<file path="config.mk">
export PLATFORM = sky130hd
export DESIGN_NAME = mdu_sequencer
export DESIGN_NICKNAME = d
export VERILOG_FILES = /design/src/rtl/mdu_pkg.sv /design/src/rtl/mdu_signfix.sv /design/src/rtl/mdu_sequencer.sv
export SDC_FILE = /design/constraint.sdc
export NUM_CORES = 1
export LEC_CHECK = 0
export CELL_PAD_IN_SITES_DETAIL_PLACEMENT = 1
export CELL_PAD_IN_SITES_GLOBAL_PLACEMENT = 1
export CORE_MARGIN = 2
export CORE_UTILIZATION = 36
export DETAILED_ROUTE_END_ITERATION = 16
export GPL_ROUTABILITY_DRIVEN = 0
export PLACE_DENSITY = 0.68
export SYNTH_ARGS = -nofsm -noshare
export SYNTH_HDL_FRONTEND = slang
export SYNTH_HIERARCHICAL = 1
export SYNTH_SLANG_ARGS = --single-unit
export TNS_END_PERCENT = 1
</file>
<file path="constraint.sdc">
create_clock -name clk -period 2.9 [get_ports clk]
set_input_delay 0.435 -clock clk [delete_from_list [all_inputs] [get_ports clk]]
set_output_delay 0.435 -clock clk [all_outputs]
set_load 0.01 [all_outputs]
</file>
<file path="src/rtl/mdu_pkg.sv">
// Shared encodings for the iterative multiply/divide unit.
package mdu_pkg;

  typedef enum logic [1:0] {
    MULT  = 2'b00,
    MULTU = 2'b01,
    DIV   = 2'b10,
    DIVU  = 2'b11
  } op_t;

  typedef enum logic [1:0] {
    IDLE = 2'b00,
    CALC = 2'b01,
    FIX  = 2'b10
  } state_t;

  function automatic logic op_is_signed(input op_t o);
    return ~o[0];
  endfunction

  function automatic logic op_is_div(input op_t o);
    return o[1];
  endfunction

endpackage

</file>
<file path="src/rtl/mdu_signfix.sv">
// Conditional two's-complement negate: magnitude on entry, sign restore on exit.
module mdu_signfix #(
  parameter int unsigned W = 32
) (
  input  logic [W-1:0] value,
  input  logic         neg,
  output logic [W-1:0] value_c
);

  assign value_c = neg ? (~value + W'(1)) : value;

endmodule

</file>
<file path="src/rtl/mdu_sequencer.sv">
// Iterative HI/LO multiply/divide unit: one shift-add or restoring
// shift-subtract step per cycle, N steps, then a sign-fix cycle.
module mdu_sequencer
  import mdu_pkg::*;
#(
  parameter int unsigned N = 32
) (
  input  logic         clk,
  input  logic         reset,
  input  logic         start,
  input  logic [1:0]   op,
  input  logic [N-1:0] srca,
  input  logic [N-1:0] srcb,
  input  logic         mthi,
  input  logic         mtlo,
  input  logic [N-1:0] wd,
  output logic [N-1:0] hi,
  output logic [N-1:0] lo,
  output logic         busy,
  output logic         done
);

  localparam int unsigned CW = $clog2(N) + 1;

  state_t        state, next_state;
  logic          load, step, finish;
  logic [CW-1:0] cnt;

  logic          div_op, sign_q, sign_r, div0;
  logic [N-1:0]  a_r;   // multiplicand (mult) or divisor magnitude (div)
  logic [N-1:0]  rem;   // upper product half or partial remainder
  logic [N-1:0]  q;     // multiplier / dividend shifting into quotient

  logic          sa, sb, in_div;
  logic [N-1:0]  a_mag_c, b_mag_c;
  logic [N:0]    mult_sum_c, div_shift_c, div_diff_c;
  logic [N-1:0]  rem_step_c, q_step_c;
  logic [2*N-1:0] prod_fix_c;
  logic [N-1:0]  quo_fix_c, rem_fix_c;
  logic          wr_hi, wr_lo;

  assign in_div = op_is_div(op_t'(op));
  assign sa     = op_is_signed(op_t'(op)) & srca[N-1];
  assign sb     = op_is_signed(op_t'(op)) & srcb[N-1];

  mdu_signfix #(.W(N)) u_mag_a (.value(srca), .neg(sa), .value_c(a_mag_c));
  mdu_signfix #(.W(N)) u_mag_b (.value(srcb), .neg(sb), .value_c(b_mag_c));

  mdu_signfix #(.W(2*N)) u_fix_prod (.value({rem, q}), .neg(sign_q), .value_c(prod_fix_c));
  mdu_signfix #(.W(N))   u_fix_quo  (.value(q),        .neg(sign_q), .value_c(quo_fix_c));
  mdu_signfix #(.W(N))   u_fix_rem  (.value(rem),      .neg(sign_r), .value_c(rem_fix_c));

  // Next-state and control strobes
  always_comb begin
    next_state = state;
    load       = 1'b0;
    step       = 1'b0;
    finish     = 1'b0;
    case (state)
      IDLE: begin
        if (start) begin
          next_state = CALC;
          load       = 1'b1;
        end
      end
      CALC: begin
        step = 1'b1;
        if (cnt == CW'(N - 1)) next_state = FIX;
      end
      FIX: begin
        finish     = 1'b1;
        next_state = IDLE;
      end
      default: next_state = IDLE;
    endcase
  end

  assign wr_hi = (state == IDLE) && !start && mthi;
  assign wr_lo = (state == IDLE) && !start && mtlo;

  // One iteration of the shared datapath
  always_comb begin
    mult_sum_c  = {1'b0, rem} + {1'b0, a_r};
    div_shift_c = {rem, q[N-1]};
    div_diff_c  = div_shift_c - {1'b0, a_r};
    rem_step_c  = rem;
    q_step_c    = q;
    if (div_op) begin
      if (!div_diff_c[N]) begin
        rem_step_c = div_diff_c[N-1:0];
        q_step_c   = {q[N-2:0], 1'b1};
      end else begin
        rem_step_c = div_shift_c[N-1:0];
        q_step_c   = {q[N-2:0], 1'b0};
      end
    end else if (q[0]) begin
      rem_step_c = mult_sum_c[N:1];
      q_step_c   = {mult_sum_c[0], q[N-1:1]};
    end else begin
      rem_step_c = {1'b0, rem[N-1:1]};
      q_step_c   = {rem[0], q[N-1:1]};
    end
  end

  always_ff @(posedge clk) begin
    if (reset) begin
      state <= IDLE;
      busy  <= 1'b0;
      done  <= 1'b0;
    end else begin
      state <= next_state;
      busy  <= (next_state != IDLE);
      done  <= finish;
    end
  end

  always_ff @(posedge clk) begin
    if (reset) begin
      cnt    <= '0;
      div_op <= 1'b0;
      sign_q <= 1'b0;
      sign_r <= 1'b0;
      div0   <= 1'b0;
      a_r    <= '0;
      rem    <= '0;
      q      <= '0;
    end else if (load) begin
      cnt    <= '0;
      div_op <= in_div;
      sign_q <= sa ^ sb;
      sign_r <= sa;
      div0   <= (srcb == '0);
      a_r    <= in_div ? b_mag_c : a_mag_c;
      q      <= in_div ? a_mag_c : b_mag_c;
      rem    <= '0;
    end else if (step) begin
      cnt <= cnt + CW'(1);
      rem <= rem_step_c;
      q   <= q_step_c;
    end
  end

  // A zero divisor leaves the dividend in rem, so only LO needs forcing.
  always_ff @(posedge clk) begin
    if (reset) begin
      hi <= '0;
      lo <= '0;
    end else if (finish) begin
      if (div_op) begin
        hi <= rem_fix_c;
        lo <= div0 ? '1 : quo_fix_c;
      end else begin
        hi <= prod_fix_c[2*N-1:N];
        lo <= prod_fix_c[N-1:0];
      end
    end else begin
      if (wr_hi) hi <= wd;
      if (wr_lo) lo <= wd;
    end
  end

endmodule

</file>
Yosys cells after proc, flatten, opt, wreduce, memory -nomap -nowiden. Cells that the tools add are included.

Flip-flop bits (word level): 174. Latch bits: 0. Bits in writable memories: 0. Bits in read-only memories: 0. Bits of input ports: 103. Output and inout port bits: 66. Word-level logic and storage cells: 73. Memories: 0.

Add/subtract/negate cells: 8. $mul: 0. Divide/modulo/power cells: 0. Magnitude comparators: 0. Equal/unequal tests: 3. Shift operators: 0. Multiplexer cells: 29. Bitwise gates (word level): 9. Reductions and logical operators: 11.

Operator list (number): two-way mux 32 bit (20); adder 32 x 1 -> 32 bit, second input constant (4); inverter 32 bit (4); adder 64 x 1 -> 64 bit, second input constant (1); two-way mux 64 bit (1); inverter 64 bit (1); adder 32 x 32 -> 33 bit (1); subtractor 33 x 32 -> 33 bit (1); zero test 32 bit (1); nonzero test 2 bit (4); adder 6 x 1 -> 6 bit, second input constant (1); equality test 6 x 5 -> 1 bit, second input constant (1); two-way mux 1 bit (5); two-way mux 2 bit (2); case mux 2 bit (2 select lines) (1); logical AND 1 bit (3); bitwise AND 1 bit (2); equality test 2 x 1 -> 1 bit, second input constant (1); equality test 2 bit, second input constant (1); zero test 2 bit (1); OR reduction 2 bit (1); zero test 1 bit (1); inverter 1 bit (1); XOR 1 bit (1).

Depth between registers and ports, before layout. Gate-level depths: netlist of run 1.

Depth in word-level cells: 6. Mapped depth: 14. Gate-level depth less buffers: 12.

Cells and area by module. Netlist of run 1, hierarchy kept.

Modules (own cells, without submodules): mdu_sequencer (times used 1, cells each 1604, area an instance 12747.2 um2, seq. area each 3483.3 um2); mdu_signfix at u_fix_quo ... (times used 4, cells each 99, area an instance 777.0 um2, seq. area each 0.0 um2); mdu_signfix at u_fix_prod (times used 1, cells each 206, area an instance 1649.1 um2, seq. area each 0.0 um2).

Worst setup path before layout of run 1. No wires, ideal clock.

Path kind: reg-to-reg. From: register rem[0]. To: register rem[29]. Setup time: 0.112 ns. Data arrival time: 2.879 ns. Required time: 2.788 ns. Slack: -0.091 ns. Stages on the path, launching flop included: 12. Path buffers: 0. Clock period less this slack: 2.991 ns. Path through: dfxtp_1 ha_1 fa_1 a211oi_1 o21ai_0 a41oi_1 nand2_1 a21o_1 a311oi_1 mux2i_1 nor2_1 a2111oi_1.

Word-level cells in the longest chain between the ends: 3. Elaborated cells between the ends (all ways): 5. Classes of those cells: add/sub (2); mux (3).

Ends and longest elaborated chain: from (decl) (RTL line mdu_sequencer.sv:31) `logic [N-1:0] rem;`; from (signal assigned) (RTL line mdu_sequencer.sv:138) `rem <= rem_step_c;`; subtractor 33 x 32 -> 33 bit / adder 32 x 32 -> 33 bit (equally long branches) (RTL line mdu_sequencer.sv:85, mdu_sequencer.sv:83); two-way mux 32 bit, on equally long branches (RTL line mdu_sequencer.sv:89, mdu_sequencer.sv:96); two-way mux 32 bit (*) (RTL line mdu_sequencer.sv:88) `if (div_op) begin`.

Mark *: on every way between the ends. The rest lies on a longest branch, timed or not. A chain may end at the register's enable or synchronous reset.

Worst setup path after layout of run 1.
From: register a_r[23]. To: register rem[11].

Word-level cells in the longest chain between the ends: 3.

Ends and longest elaborated chain: from (decl) (RTL line mdu_sequencer.sv:30) `logic [N-1:0] a_r;`; from (signal assigned) (RTL line mdu_sequencer.sv:133) `a_r <= in_div ? b_mag_c : a_mag_c;`; subtractor 33 x 32 -> 33 bit (RTL line mdu_sequencer.sv:85) `div_diff_c = div_shift_c - {1'b0, a_r};`; two-way mux 32 bit (RTL line mdu_sequencer.sv:89) `if (!div_diff_c[N]) begin`; two-way mux 32 bit (RTL line mdu_sequencer.sv:88).

No other way between the ends.

==> summary.md, run 1 <==
| Metric | Value |
|---|---|
| Worst path slowest cell | dfxtp_1 |
| Fin util | 49.9% |
| Ys flop type | dfxtp_1 |
| Cts hold-fix bufs | 0 |
| Total wire length | 77,900 um |
| Clock transition at the registers of the reported paths | roughly 0.07 ns |
| Final Hold Viols | 0 |
| Top cells by area, synth | dfxtp_1 20%, xnor2_1 11%, mux2i_1 8.4%, ha_1 5.0%, nand2_1 4.7% |
| Synthesized area | 0.0175 mm2 |
| Sequential Area | 0.00353 mm2 |
| Max VDD drop | 0.420 mV |
| Sequential area share after synthesis | 19.9% |
| Worst Path Buf+Inv | 4 |
| Drt first-iter violations | 1,326 |
| Clk sink count | 174 |
| Cts bufs inserted | 17 |
| Worst Skew | 0.0154 ns |
| Synthesis-stage register bit count | 174 |
| RSZ-0062 raised after global routing | yes |
| Hold crit path type | input port to flop |
| Synth top area share | between 10% and 20% |
| Worst path max stage delay | about 0.33 ns |
| Worst EP arrival | 3.44 ns |
| Vias | approximately 20,000 |
| Crit end category | flop |
| Kind of critical path | flop to flop |
| Vias per cell | 6.01 |
| FILL cells | 5,761 |
| Clock buffer depth | 2 |
| Most common cell in the netlist | nand2_1 |
| Minimum clock period | slightly above 3 ns |
| # nets final | between 2,000 and 3,000 |
| Cell variety after synth | 87 |
| Port Buffers | 168 |
| Post-synth EDFFs | 0 |
| Grt total ovfl | 0 |
| Core area | 0.0478 mm2 |
| Delay-heaviest family, CP | compound AO/OA/AOI/OAI gates |
| First-pass GRT wire length | 119,000 um |
| Failing checks | setup timing |
| CP Max Fanout | 7 |
| Largest net degree at the start of global routing | 100 |
| Critical-path cell list | inv_1 -> ha_1 -> a41o_1 -> a21oi_2 -> nand2_1 -> a211o_1 -> a41o_1 -> a211oi_4 -> buf_12 -> buf_8 -> buf_6 -> mux2i_2 -> a211oi_2 -> a31o_2 |
| Share of cells above drive strength 1 | 25.0% |
| CTS tree | built |
| Peak Freq | 0.328 GHz |
| Total power | about 10,000 uW |
| H-Tree Level Count | 4 |
| Critical path's most frequent cell | a41o_1 |
| Hpwl dp | between 50,000 and 60,000 um |
| Slew @ Worst Pin | 0.697 ns |
| Initial antenna violation count | 0 |
| FF-to-FF Start | a_r[23] |
| Vias in the first global route | ~20,000 |
| Synth-to-Final Area Change | 36.3% |
| Cell row count | 80 |
| Period utilisation layout | 105% |
| Antenna cells | 0 |
| Chip Height | 225 um |
| Worst slew margin | 53.4% |
| Mapped Cells | 2,206 |
| Cell taking the most area after synthesis | dfxtp_1 |
| Asr flop ratio synth | 0% |
| Setup violators final | 23 |
| Commonest cells in the synthesized netlist | 219 x nand2_1, 217 x xnor2_1, 174 x dfxtp_1 |
| WP data required | 3.29 ns |
| Leak | 0.00923 uW |
| Pwr per Cell Area | 421 mW/mm2 |
| Total track usage | 30.3% |
| Setup ws final | -0.149 ns |
| Worst Setup SP | a_r[23] |
| Mean Syn Cell Area | 7.93 um2 |
| Wire length per cell | 23.7 um |
| Max Cap Viol | 0 |
| Initial Util | 36.6% |
| Status | finished with violations |
| Setup crit start kind | flop |
| Io pins | between 150 and 200 |
| Clock Latency Late Sink | a little over 0.5 ns |
| Detailed Routing Iterations Pass 1 | 5 |
| Final Max Tran Viols | 0 |
| Synth Warn # | 6 |
| Root buf cell | clkbuf_16 |
| Worst Min Path Start | reset |
| Mapped Nets | roughly 2,400 |
| Width of the die | 225 um |
| Die ar. | 0.0504 mm2 |
| Footprint of the multi-input gates | 0.0138 mm2 |
| Number of antenna-violating nets in the routed design | 0 |
| Final hold slack | between 0.2 and 0.3 ns |
| DRC Markers | 0 |
area by class of cell:
class | count | share of cell area (%)
Clock buffer | 18 | 1.84
Clock inverter | 14 | 0.745
Inverter | 56 | 0.881
Multi-Input combinational cell | 1825 | 57.8
Sequential cell | 174 | 14.8
Tap cell | 615 | 3.23
Timing Repair Buffer | 582 | 20.7
state kept, by name (all words and copies together), names as in the netlist:
| signal | count |
|---|---|
| a_r | 32 |
| busy | 1 |
| cnt | 6 |
| div0 | 1 |
| div_op | 1 |
| done | 1 |
| hi | 32 |
| lo | 32 |
| q | 32 |
| rem | 32 |
| sign_q | 1 |
| sign_r | 1 |
| state | 2 |
layout by cell type (no fill, tap or decap), types with 38 or more instances in the layout:
cell	instances
inv_1	51
xnor2_1	217
a21oi_1	117
a211oi_1	59
mux2i_1	146
dfxtp_1	146
ha_1	53
buf_4	398
clkdlybuf4s50_1	166
o31ai_1	60
o211ai_1	38
nand2_1	217
o21ai_0	95
nor2_1	163
power breakdown:
part / switching, uW / internal, uW
Combinational: 2630 / 2110
Sequential: 142 / 2560
Clock: 1210 / 1390
Total: 3980 / 6060
cells by family (layout without fill, tap and decap cells):
kind of cell / after synthesis / count (layout) / synth area share, %
buffers and inverters: 207 / 670 / 4.77
multiplexers: 150 / 150 / 8.60
XOR/XNOR: 241 / 241 / 12.1
adder cells (fa/ha/maj): 72 / 72 / 5.23
AND/OR/NAND/NOR: 668 / 668 / 20.5
flip-flops: 174 / 174 / 19.9
AO/OA/AOI/OAI: 694 / 694 / 28.9
metrics by stage:
stage / cells / instance area [um2] / setup TNS [ns] / setup WS [ns]
final: 3284 / 23900 / -1.25 / -0.149
after global placement: 3233 / 22500 / -1.64 / -0.245
after global routing: 3284 / 23900 / -5.17 / -0.282
after CTS: 3274 / 23400 / -0.831 / -0.102
after detailed placement: 3233 / 22500 / -4.73 / -0.341
after floorplan: 2206 / 17500 / 0 / 0.0125
repair_timing:
| action | in CTS | in global routing |
|---|---|---|
| pin swaps | 18 | 19 |
| hold endpoints to repair | 0 | 0 |
| endpoints found under the setup margin | 42 | 46 |
| buffers inserted | 9 | 11 |
| cloned | 0 | 0 |
| gates resized for setup | 58 | 83 |
path summary, 6_finish.rpt:
check        endpoint  slack, ns  depth (start not counted)
max           rem[11]      -0.15                         14
min             q[29]       0.30                          2
max reg2reg   rem[11]      -0.15                         14
min reg2reg     hi[1]       0.46                          2
layer usage:
layer / share of wire (%) / global-route usage, % / vias to the layer above
met3: 3.6 / 3.34 / 162
li1: - / - / 9182
met4: 4.2 / 12.8 / 0
met5: 0 / 0 / -
met2: 49 / 52.4 / 507
met1: 44 / 38.3 / 9902
(Power assumes the default switching activity.)
==> run 2: changes to the inputs <==
--- a/config.mk
+++ b/config.mk
@@ -7,7 +7,6 @@
 export LEC_CHECK = 0
 export CELL_PAD_IN_SITES_DETAIL_PLACEMENT = 1
 export CELL_PAD_IN_SITES_GLOBAL_PLACEMENT = 1
-export CORE_MARGIN = 2
 export CORE_UTILIZATION = 36
 export DETAILED_ROUTE_END_ITERATION = 16
 export GPL_ROUTABILITY_DRIVEN = 0
==> run 2 against run 1 <==
  * The flow still finishes with violations (setup timing)
  * Global-route usage shrank 0.45 points
  * Die area down 1.8%
  * Critical path depth is 1 lower
  * Sequential power hardly changed
  * Largest power group unchanged
  * First-iteration DRC count shrank 6.6%
  * Routed wire length decreased by 2.1%
  * Core utilization down 0.64 points
  * Clock power shrank 2%
  * Clock skew fell by 0.00065 ns
  * Critical endpoint is now rem[9]
  * Cell area decreased by 1.3%
  * Non-clock buffer count is 50 lower
==> summary.md, run 2 (synthesis results as in run 1) <==
| Metric | Value |
|---|---|
| Setup crit start kind | flop |
| RSZ-0062 raised after global routing | yes |
| R2R depth | 13 |
| Grt total ovfl | 0 |
| DRC Markers | 0 |
| Worst Skew | 0.0147 ns |
| Worst slew margin | 50.3% |
| Io pins | 169 |
| Setup violators final | 33 |
| Max VDD drop | 0.472 mV |
| Drt first-iter violations | 1,238 |
| FF-to-FF Start | a_r[7] |
| Pwr per Cell Area | 422 mW/mm2 |
| Worst EP arrival | 3.52 ns |
| Clock network power share | 25.8% |
| Clk sink count | between 150 and 200 |
| CTS tree | built |
| Power Internal | a little under 6000 uW |
| Clock Latency Late Sink | roughly 0.51 ns |
| First-pass GRT wire length | 116,000 um |
| Setup ws final | -0.198 ns |
| Initial antenna violation count | 1 |
| Largest net degree at the start of global routing | 105 |
| Cells after DPL | about 3,200 |
| Clock buffer depth | 2 |
| Width of the die | 223 um |
| Leak | 0.00900 uW |
| Critical path endpoint | rem[9] |
| Vias in the first global route | 19,800 |
| Status | finished with violations |
| Chip Height | 223 um |
| Period utilisation layout | 107% |
| Logic pwr share | 47.0% |
| Hold crit path type | input port to flop |
| Vias | slightly below 20,000 |
| Worst Setup SP | a_r[7] |
| Peak Freq | approximately 0.32 GHz |
| Initial Util | 36.6% |
| Total wire length | 76,200 um |
| R2r endpoint | rem[9] |
| Minimum clock period | 3.10 ns |
| Die ar. | 0.0495 mm2 |
| Final non-filler cell total | 3,235 |
| Hpwl dp | 58,100 um |
| Core area | 0.0478 mm2 |
| Detailed Routing Iterations Pass 1 | 5 |
| Port Buffers | around 170 |
| Number of antenna-violating nets in the routed design | 0 |
| Leading cell types in the layout, fill and taps excluded | 342 x buf_4, 216 x xnor2_1, 215 x nand2_1 |
| DP Worst Slack | -0.291 ns |
| Crit end category | flop |
| Max Cap Viol | 0 |
| Failing checks | setup timing |
| Cts hold-fix bufs | 0 |
| Cell row count | 80 |
| CP Max Fanout | 6 |
| Total track usage | 29.9% |
| Cts bufs inserted | 17 |
| Total negative setup slack | -3.04 ns |
| Synth-to-Final Area Change | 34.6% |
| Reg power frac | 27.3% |
| Share of cells above drive strength 1 | between 20% and 30% |
| Psw | 3990 uW |
| Wire length per cell | 23.6 um |
| Final Hold Viols | 0 |
| Slew @ Worst Pin | around 0.75 ns |
| Root buf cell | clkbuf_16 |
| H-Tree Level Count | 4 |
| Kind of critical path | flop to flop |
| Fin util | 49.2% |
| # nets final | 2,781 |
| Clock transition at the registers of the reported paths | approximately 0.080 ns |
| Most common cell after layout, fill and taps aside | buf_4 |
| Switching Fraction | 40.2% |
| Vias per cell | 6.03 |
| R2r setup slk | -0.20 ns |
| WP data required | 3.33 ns |
| Final Max Tran Viols | 0 |
-- run 2: how the worst min path moves through the flow --
| stage | from | endpoint | depth (start not counted) |
|---|---|---|---|
| 2_1_floorplan | cnt[5] | state[1] | 1 |
| 3_3_place_gp | hi[12] | hi[12] | 2 |
| 3_5_place_dp | hi[2] | hi[2] | 2 |
| 4_1_cts | reset | done | 2 |
| 5_1_grt | reset | done | 2 |
| 6_report | reset | done | 2 |
-- run 2: power by group through the flow --
stage               logic [uW]  clock network, uW  registers (uW)
finish                    4660               2560            2710
global route              4960               2680            2730
CTS                       4320               2610            2700
detailed placement        4190                  0            2750
global placement          4090                  0            2740
floorplan                 2330                  0            2850
-- run 2: final cells by class --
type	instances	area, um2
tap	615	769
fill	5714	24300
timing repair buffer	532	4650
antenna	1	2.50
clock buffer	18	439
multi-input combinational	1825	13800
sequential	174	3520
inverter	56	210
clock inverter	14	173
-- run 2: timing repair --
item | in CTS | in global routing
endpoints found under the setup margin | 35 | 53
buffers inserted | 3 | 12
pin swaps | 17 | 26
gates resized for setup | 69 | 71
hold endpoints to repair | 0 | 0
cloned | 0 | 3
-- run 2: worst max-delay path: stages, from the launching register on --
cell and delay [ns]:
dfxtp_2 0.38, inv_1 0.09, ha_4 0.28, o21a_1 0.15, o2111ai_1 0.22, nor2_1 0.09
a211o_1 0.35, a41o_1 0.24, a211oi_4 0.32, buf_6 0.17, buf_4 0.15, mux2i_1 0.10
a211o_1 0.33, a21oi_1 0.14
-- run 2: per-stage QoR --
| stage | cell area, um2 | hold WS, ns | power [uW] |
|---|---|---|---|
| floorplan | 17500 | 0.443 | 5180 |
| global placement | 22100 | 0.446 | 6840 |
| detailed placement | 22100 | 0.449 | 6950 |
| CTS | 23000 | 0.344 | 9630 |
| global route | 23600 | 0.377 | 10400 |
| finish | 23600 | 0.377 | 9930 |
-- run 2: per-layer routing --
layer  global-route usage [%]  wire [um]  vias to the layer above
li1                         -          -                     9084
met1                     37.5      32700                     9733
met2                     51.5      37300                      528
met3                     3.54       3070                      158
met4                     12.3       3110                        0
met5                        0          0                        -
==> run 3: changes to the inputs <==
--- a/config.mk
+++ b/config.mk
@@ -11,6 +11,7 @@
 export DETAILED_ROUTE_END_ITERATION = 16
 export GPL_ROUTABILITY_DRIVEN = 0
 export PLACE_DENSITY = 0.68
+export SLEW_MARGIN = 20
 export SYNTH_ARGS = -nofsm -noshare
 export SYNTH_HDL_FRONTEND = slang
 export SYNTH_HIERARCHICAL = 1
==> results of run 3 <==
Final layout, timing and power as in run 2 (identical DEF).
